===== src/rtl/wic_pkg.sv =====
// wic_pkg: shared definitions for the wake-up interrupt controller.
//   wic_state_e    - wake handshake FSM states (IDLE=0, ARMED=1, REQ=2, DROP=3)
//   WIC_CFG_LEVEL  - ctl_xx_int_cfg encoding for a level-mode source
//   WIC_CFG_EDGE   - ctl_xx_int_cfg encoding for a rising-edge source
//   wic_id_width() - source-ID width for a given source count, max(1, clog2(n))
package wic_pkg;

  typedef enum logic [1:0] {
    IDLE  = 2'd0,
    ARMED = 2'd1,
    REQ   = 2'd2,
    DROP  = 2'd3
  } wic_state_e;

  localparam logic WIC_CFG_LEVEL = 1'b0;
  localparam logic WIC_CFG_EDGE  = 1'b1;

  // A single source still needs a 1-bit ID port.
  function automatic int wic_id_width(input int n);
    return (n <= 2) ? 1 : $clog2(n);
  endfunction

endpackage


===== src/rtl/wic_int_src.sv =====
// wic_int_src: one interrupt source of the WIC.
//   Synchronises the raw line, detects rising edges and keeps the pending bit.
// Ports:
//   wic_clk      in   clock, all state on rising edge
//   pad_cpu_rst  in   synchronous active-high reset
//   raw_int      in   raw asynchronous interrupt line
//   int_cfg      in   mode: 0 = level, 1 = rising edge
//   ack_clr      in   one-cycle clear pulse from the acknowledge decoder
//   pending      out  registered pending bit
module wic_int_src
  import wic_pkg::*;
#(
  parameter int SYNC_STAGES = 2
) (
  input  logic wic_clk,
  input  logic pad_cpu_rst,
  input  logic raw_int,
  input  logic int_cfg,
  input  logic ack_clr,
  output logic pending
);

  logic [SYNC_STAGES-1:0] sync_q;
  logic                   sync_prev_q;
  logic                   sync_out;
  logic                   rise;

  assign sync_out = sync_q[SYNC_STAGES-1];
  assign rise     = sync_out & ~sync_prev_q;

  // Level mode mirrors the synchronised line and ignores acknowledges.
  // Edge mode: a new rise beats a simultaneous clear so no edge is lost.
  always_ff @(posedge wic_clk) begin
    if (pad_cpu_rst) begin
      sync_q      <= '0;
      sync_prev_q <= 1'b0;
      pending     <= 1'b0;
    end else begin
      sync_q      <= {sync_q[SYNC_STAGES-2:0], raw_int};
      sync_prev_q <= sync_out;
      if (int_cfg == WIC_CFG_LEVEL) begin
        pending <= sync_out;
      end else if (rise) begin
        pending <= 1'b1;
      end else if (ack_clr) begin
        pending <= 1'b0;
      end
    end
  end

endmodule


===== src/rtl/wic_ctrl.sv =====
// wic_ctrl: wake-up interrupt controller.
//   Collects INT_NUM interrupt sources into a pending vector for the VIC and,
//   while the core is asleep, raises a 4-phase wake request to the PMU naming
//   the lowest-index enabled pending source.
// Ports:
//   wic_clk              in   sole clock
//   pad_cpu_rst          in   synchronous active-high reset
//   pad_wic_int_vld      in   raw asynchronous interrupt lines
//   ctl_xx_int_cfg       in   per-source mode (0 level, 1 rising edge)
//   ctl_xx_awake_enable  in   per-source wake enable
//   cpu_wic_ack_vld      in   interrupt acknowledge strobe (1+ cycles)
//   cpu_wic_ack_id       in   acknowledged source index
//   ctl_xx_sleep_req     in   core entering / in low-power state
//   pmu_wic_wake_ack     in   PMU wake acknowledge
//   pad_vic_int_vld      out  pending vector
//   intraw_vld           out  any pending source with wake enabled
//   wic_pmu_wake_req     out  wake request to PMU
//   wic_wake_src_id      out  captured wake source index
//   wic_wake_src_vld     out  wic_wake_src_id valid
module wic_ctrl
  import wic_pkg::*;
#(
  parameter int INT_NUM     = 32,
  parameter int SYNC_STAGES = 2,
  parameter int ID_W        = wic_id_width(INT_NUM)
) (
  input  logic               wic_clk,
  input  logic               pad_cpu_rst,
  input  logic [INT_NUM-1:0] pad_wic_int_vld,
  input  logic [INT_NUM-1:0] ctl_xx_int_cfg,
  input  logic [INT_NUM-1:0] ctl_xx_awake_enable,
  input  logic               cpu_wic_ack_vld,
  input  logic [ID_W-1:0]    cpu_wic_ack_id,
  input  logic               ctl_xx_sleep_req,
  input  logic               pmu_wic_wake_ack,
  output logic [INT_NUM-1:0] pad_vic_int_vld,
  output logic               intraw_vld,
  output logic               wic_pmu_wake_req,
  output logic [ID_W-1:0]    wic_wake_src_id,
  output logic               wic_wake_src_vld
);

  logic [INT_NUM-1:0] pending;
  logic [INT_NUM-1:0] ack_clr;
  logic [INT_NUM-1:0] wake_vec;
  logic [ID_W-1:0]    lowest_id;
  logic               ack_vld_q;
  logic               ack_pulse;
  wic_state_e         state;

  // Only the first cycle of a held acknowledge clears anything.
  assign ack_pulse = cpu_wic_ack_vld & ~ack_vld_q;

  always_ff @(posedge wic_clk) begin
    if (pad_cpu_rst) begin
      ack_vld_q <= 1'b0;
    end else begin
      ack_vld_q <= cpu_wic_ack_vld;
    end
  end

  // IDs at or above INT_NUM match no source and are dropped here.
  always_comb begin
    ack_clr = '0;
    for (int i = 0; i < INT_NUM; i++) begin
      ack_clr[i] = ack_pulse && (int'(cpu_wic_ack_id) == i);
    end
  end

  for (genvar g = 0; g < INT_NUM; g++) begin : g_src
    wic_int_src #(
      .SYNC_STAGES(SYNC_STAGES)
    ) u_src (
      .wic_clk    (wic_clk),
      .pad_cpu_rst(pad_cpu_rst),
      .raw_int    (pad_wic_int_vld[g]),
      .int_cfg    (ctl_xx_int_cfg[g]),
      .ack_clr    (ack_clr[g]),
      .pending    (pending[g])
    );
  end

  assign pad_vic_int_vld = pending;

  // Downward scan so the lowest set index is the last one written.
  always_comb begin
    wake_vec  = pending & ctl_xx_awake_enable;
    lowest_id = '0;
    for (int i = INT_NUM - 1; i >= 0; i--) begin
      if (wake_vec[i]) begin
        lowest_id = ID_W'(i);
      end
    end
  end

  assign intraw_vld = |wake_vec;

  // Wake handshake. The request and source outputs are registered alongside
  // the state so the PMU never sees a decode glitch.
  always_ff @(posedge wic_clk) begin
    if (pad_cpu_rst) begin
      state            <= IDLE;
      wic_pmu_wake_req <= 1'b0;
      wic_wake_src_id  <= '0;
      wic_wake_src_vld <= 1'b0;
    end else begin
      case (state)
        IDLE: begin
          if (ctl_xx_sleep_req) begin
            state <= ARMED;
          end
        end
        ARMED: begin
          if (!ctl_xx_sleep_req) begin
            state <= IDLE;
          end else if (intraw_vld) begin
            state            <= REQ;
            wic_pmu_wake_req <= 1'b1;
            wic_wake_src_id  <= lowest_id;
            wic_wake_src_vld <= 1'b1;
          end
        end
        REQ: begin
          if (pmu_wic_wake_ack) begin
            state            <= DROP;
            wic_pmu_wake_req <= 1'b0;
          end
        end
        DROP: begin
          if (!pmu_wic_wake_ack) begin
            state            <= IDLE;
            wic_wake_src_vld <= 1'b0;
          end
        end
        default: begin
          state            <= IDLE;
          wic_pmu_wake_req <= 1'b0;
          wic_wake_src_vld <= 1'b0;
        end
      endcase
    end
  end

endmodule

===== config.mk =====
export PLATFORM = sky130hd
export DESIGN_NAME = wic_ctrl
export DESIGN_NICKNAME = d
export VERILOG_FILES = /design/src/rtl/wic_pkg.sv /design/src/rtl/wic_int_src.sv /design/src/rtl/wic_ctrl.sv
export SDC_FILE = /design/constraint.sdc
export NUM_CORES = 1
export LEC_CHECK = 0
export CAP_MARGIN = 20
export CORE_MARGIN = 4
export CORE_UTILIZATION = 40
export DETAILED_ROUTE_END_ITERATION = 10
export GPL_TIMING_DRIVEN = 1
export MAX_ROUTING_LAYER = met4
export PLACE_DENSITY = 0.71
export SYNTH_ARGS = -nofsm -noshare
export SYNTH_HDL_FRONTEND = slang
export SYNTH_SLANG_ARGS = --single-unit

===== constraint.sdc =====
create_clock -name wic_clk -period 1.45 [get_ports wic_clk]
set_input_delay 0.145 -clock wic_clk [delete_from_list [all_inputs] [get_ports wic_clk]]
set_output_delay 0.145 -clock wic_clk [all_outputs]
set_load 0.03 [all_outputs]

; After elaboration in Yosys (flattened, before gate mapping)
; Cells that the tools add are included.
[word_totals]
out_inout_bits = 40
register_bits = 138
input_bits = 106
word_cells = 421
[op_classes]
n_reduce_logical = 41
n_bitwise = 67
muxes = 140
eq_ne = 72
[ops]
columns = operator, n
row1 = $mux W5, 32
row2 = $mux W1, 100
row3 = $ne A3 B1 Y1 const B, 32
row4 = $eq A5 B5 Y1 const B, 16
row5 = $eq A5 B4 Y1 const B, 8
row6 = $and A1 B1 Y1, 33
row7 = $not A1 Y1, 33
row8 = $and A32 B32 Y32, 1
row9 = $logic_and A1 B1 Y1, 32
row10 = $reduce_or A32 Y1, 1
row11 = $eq A5 B3 Y1 const B, 4
row12 = $reduce_and A4 Y1, 3
row13 = $eq A5 B2 Y1 const B, 2
row14 = $mux W2, 5
row15 = $ne A2 B2 Y1 const B, 5
row16 = $pmux W2 S4, 1
row17 = $eq A5 B1 Y1 const B, 1
row18 = $logic_not A5 Y1, 1
row19 = $eq A2 B2 Y1 const B, 2
row20 = $pmux W1 S2, 2
row21 = $reduce_bool A2 Y1, 2
row22 = $ne A3 B3 Y1 const B, 1
row23 = $reduce_and A3 Y1, 1
row24 = $eq A2 B1 Y1 const B, 1
row25 = $logic_not A2 Y1, 1

; Logic depth before layout (Yosys ltp)
[depth]
word_depth = 33
mapped_depth = 6
depth_no_buf = 6

; Cells and area by module
; A second synthesis with hierarchy kept.
[unflattened]
cells_unflattened = 491
hier_area_um2 = 5267.6
[modules_own_cells]
columns = mod, area_per_inst_um2, instances, cells_per_inst
row1 = wic_int_src, 128.9, 32, 10
row2 = wic_ctrl, 1143.6, 1, 171

; Worst setup path before layout
; Ideal clock, no wire load.
[synth_path]
path_type = register to register
start = register g_src[14].u_src.pending
end = register wic_wake_src_id[0]
arrival_time_ns = 1.622
path_buffers = 0
required_ns = 1.333
slack_ns = -0.289
stages_incl_launch_ff = 7
setup_time_ns = 0.117
synth_period_minus_slack_ns = 1.739
cell_sequence = dfxtp_1 -> a22o_4 -> nor4_4 -> nand4_4 -> nand2_4 -> a2111oi_1 -> a32o_1
[synth_between]
elab_cells_between_ends = 18
classes_between = mux (15) / bitwise (1) / reduce/logical (2)
[synth_rtl]
columns = item, line
row1 = from (decl), wic_int_src.sv:20  ; output logic pending
row2 = from (signal assigned), wic_int_src.sv:42  ; pending <= sync_out;
row3 = $and A32 B32 Y32, wic_ctrl.sv:87  ; wake_vec = pending & ctl_xx_awake_enable;
row4 = $reduce_or A32 Y1, wic_ctrl.sv:96  ; assign intraw_vld = |wake_vec;
row5 = named net intraw_vld, wic_ctrl.sv:37  ; output logic intraw_vld,
row6 = $reduce_and A3 Y1 (no line), --
row7 = to (signal assigned), wic_ctrl.sv:119  ; wic_wake_src_id <= lowest_id;
row8 = to (decl), wic_ctrl.sv:39  ; output logic [ID_W-1:0] wic_wake_src_id,
; The timed path passes the listed nets, and every way through them passes these cells.
; A chain may end at the register's enable or synchronous reset.

; Final worst setup path
[layout_path]
start = register g_src[2].u_src.pending
end = output intraw_vld
[layout_between]
elab_chain_len = 2
[layout_lines]
columns = item, line
row1 = from (decl), wic_int_src.sv:20
row2 = from (signal assigned), wic_int_src.sv:42
row3 = $and A32 B32 Y32, wic_ctrl.sv:87
row4 = $reduce_or A32 Y1, wic_ctrl.sv:96
row5 = to (decl), wic_ctrl.sv:37
; Every way passes these cells.

==> flow_metrics.py <==
metrics = {
    "place": {
        "dp_cells": 909,
        "dpl.hpwl_um": 11500,
        "port_buffers": 145,
        "gp_congestion": 0.938,
        "pre_cts_slack_ns": -0.708,
    },
    "route": {
        "drtIter0Drc": 297,
        "routed.top_layer": "met4",
        "drtPass1Iterations": 5,
        "ant_nets": 0,
        "met3WireLength_um": 669,
        "dr_wl_met2_um": 6850,
        "dr_total_vias": 4401,
        "wl_met1_um": 6780,
        "wire_per_inst_um": 15.7,
        "routed_wl_um": 14800,
        "drc": 0,
        "viasPerCell": 4.68,
    },
    "clock_tree": {
        "cts_buffers": 17,
        "cts_tree": "built",
        "cts_max_level": 4,
        "cts-root-buf": "clkbuf_16",
        "cts.clk_slew.worst_paths_ns": 0.06,
        "cts_sinks": 138,
        "cts_buffer_depth": 2,
        "hold_buffers": 0,
        "clk_latency_ns": 0.41,
    },
    "die": {
        "core_area_um2": 12700,
        "die_h_um": 122,
        "die_w_um": 122,
        "io-pin-count": 146,
        "initial_core_util": 0.412,
        "dieArea_um2": 15000,
        "rows": 41,
    },
    "critical_path": {
        "start_kind": "flip-flop",
        "critical_path.endpoint": "intraw_vld",
        "rr_worst_depth": 7,
        "path_max_fanout": 2,
        "ff2ff_setup_slack_ns": -0.30,
        "required_ns": 1.31,
        "critPathKind": "reg -> out",
        "startpoint": "g_src[2].u_src.pending",
        "cp.arrival_ns": 1.71,
        "cp-end-kind": "output pin",
        "timing.rr.start": "g_src[2].u_src.pending",
        "reg2reg_to": "wic_wake_src_id[0]",
    },
    "power_and_ir_drop": {
        "pwr-share-clk": 0.440,
        "power_switching_uw": 2180,
        "p_sw_frac": 0.232,
        "p_int_uw": 7220,
        "powerDensity_nw_per_um2": 1200,
        "leakage_uw": 0.00313,
        "p_comb_frac": 0.133,
        "p_seq_frac": 0.427,
        "ir_drop_mv": 0.913,
    },
    "status": {
        "run_status": "complete, but fails checks",
        "violations": "negative setup slack",
    },
    "timing": {
        "setup_viol": 9,
        "fmax_ghz": 0.540,
        "hold_viol": 0,
        "timing.slew.headroom": 0.763,
        "min_period_ns": 1.85,
        "rsz0062_at_grt": "yes",
        "fin_crit_sh": 1.28,
        "clock_skew_ns": 0.00752,
        "final.setup.worst_slack_ns": -0.403,
        "tightest_slew_ns": 0.353,
        "slew_viol_final": 0,
    },
    "final_layout": {
        "drive_above_1_share": 0.209,
        "antenna_cells": 0,
        "nets": 864,
        "fin_util": 0.618,
        "fin_cells": 941,
        "area_delta_synth_final_pct": 50.0,
        "fillerInstances": 1152,
    },
    "synthesis": {
        "synth_cells": 565,
        "synth-seq-cells": 138,
        "seq_area_frac_synth": 0.527,
        "synth_flop_cell": "dfxtp_1",
        "syn-cell-area_um2": 5240,
        "yosys_warnings": 0,
        "syn_nets": 671,
        "synth_cell_types": 42,
        "avgSynthCellArea_um2": 9.28,
        "synth-async-reset-ratio": 0,
        "synth_edf_count": 0,
    },
    "grt": {
        "grt_max_degree": 57,
        "overflow": 0,
        "grt_pass1_wl_um": 22700,
        "grt_pass1_vias": 4304,
        "grt_usage": 0.205,
        "grt_antenna_before_repair": 0,
    },
    "run": {
        "maxCapViolations": 0,
    },
    "worst_hold_path": {
        "hold_path_class": "in -> reg",
    },
}
[power by group through the flow]
stage	clock, uW	sequential, uW	combinational [uW]
after global routing	4380	4030	1340
after CTS	4210	4010	1190
final	4140	4010	1250
after global placement	0	4090	1170
after floorplan	0	4100	503
after detailed placement	0	4090	1180
[timing repair]
action,CTS,global route
hold endpoints to repair,0,0
setup endpoints to repair,49,33
pin swaps,9,11
buffers inserted,1,2
gates resized for setup,80,43
[kinds of logic (layout without fill, tap and decap cells)]
group,after synthesis,count (layout),share of synthesized area
buffers and inverters,52,256,0.0630
DFF,138,138,0.527
AOI/OAI and AO/OA,93,93,0.135
and+or+nand+nor,282,282,0.275
[through the flow]
| stage | TNS (ns) | area [um2] | total power, uW | hold WS (ns) |
|---|---|---|---|---|
| 2_1_floorplan | -1.00 | 5240 | 4610 | 0.273 |
| 4_1_cts | -2.74 | 7780 | 9410 | 0.107 |
| 3_3_place_gp | -6.13 | 7170 | 5250 | 0.417 |
| 6_report | -2.24 | 7860 | 9400 | 0.126 |
| 3_5_place_dp | -7.35 | 7170 | 5270 | 0.420 |
| 5_1_grt | -2.83 | 7860 | 9740 | 0.113 |
[per-layer routing]
layer  global-route usage  up-vias
li1                     -     2259
met1                0.265     1965
met2                0.304      142
met3               0.0456       35
met4                0.103        0
met5                    -        -
[worst max-delay path, cell delays in order, from the launching register on]
cell and delay (ns):
dfxtp_2 0.32, a22o_4 0.26, nor4_4 0.39, nand4_4 0.16, buf_6 0.17
[worst min-delay path by stage]
stage	from	endpoint	slack, ns	cells after the start
after floorplan	cpu_wic_ack_vld	ack_vld_q	0.27	1
after global placement	g_src[11].u_src.sync_q[0]	g_src[11].u_src.sync_q[1]	0.42	1
after detailed placement	g_src[17].u_src.sync_q[0]	g_src[17].u_src.sync_q[1]	0.42	1
after CTS	pad_cpu_rst	flip-flop	0.11	2
after global routing	pad_cpu_rst	wic_wake_src_id[1]	0.11	2
final	pad_cpu_rst	wic_wake_src_id[1]	0.13	2
[sequential cells by signal, indices dropped and copies added, names as in the netlist, named ones only]
register,flops
g_src.u_src.sync_q,64
g_src.u_src.pending,32
g_src.u_src.sync_prev_q,32
wic_wake_src_id,5
ack_vld_q,1
state,1
wic_pmu_wake_req,1
wic_wake_src_vld,1
[cell usage after synthesis (4+ instances only)]
cell type / instances / area (um2)
a21oi_1: 12 / 60.1
a22o_1: 4 / 35.0
a22o_2: 4 / 40.0
a22oi_1: 10 / 75.1
a32oi_1: 5 / 43.8
buf_4: 32 / 240
clkbuf_1: 16 / 60.1
dfxtp_1: 138 / 2760
nand2_1: 112 / 420
nand2b_1: 6 / 37.5
nand3_1: 4 / 20.0
nor2_1: 39 / 146
nor2b_1: 101 / 632
nor3_1: 4 / 20.0
o21ai_0: 6 / 30.0
o31ai_1: 30 / 225
[cells in the final DEF, fill, tap and decap left out, types with 3 or more instances in the layout]
cell type and count:
dfxtp_1 132, nand2_1 111, clkdlybuf4s50_1 104, nor2b_1 101, buf_4 75, nor2_1 39, o31ai_1 30, clkbuf_16 17
clkdlybuf4s15_1 13, dlygate4sd2_1 11, a22oi_1 9, clkbuf_2 9, nand2b_1 6, a21oi_2 6, dfxtp_2 6, clkdlybuf4s15_2 6
a21oi_1 5, o21ai_0 5, a32oi_1 5, buf_6 5, a22o_1 4, clkinvlp_4 4, a22o_4 3, nand3_1 3
nand3b_1 3, nor3_1 3, a31oi_1 3, and2_1 3, clkinv_4 3
[area by class of cell]
cell class                      instances  area [um2]  share of cell area
Clock buffer                           20         457              0.0581
Clock inverter                         10         121              0.0154
Inverter                                2        7.51            0.000955
Multi-Input combinational cell        375        2270               0.289
Sequential cell                       138        2770               0.352
Tap cell                              172         215              0.0274
Timing Repair Buffer                  224        2020               0.257
Note: power is estimated with default switching activity, not from simulation.
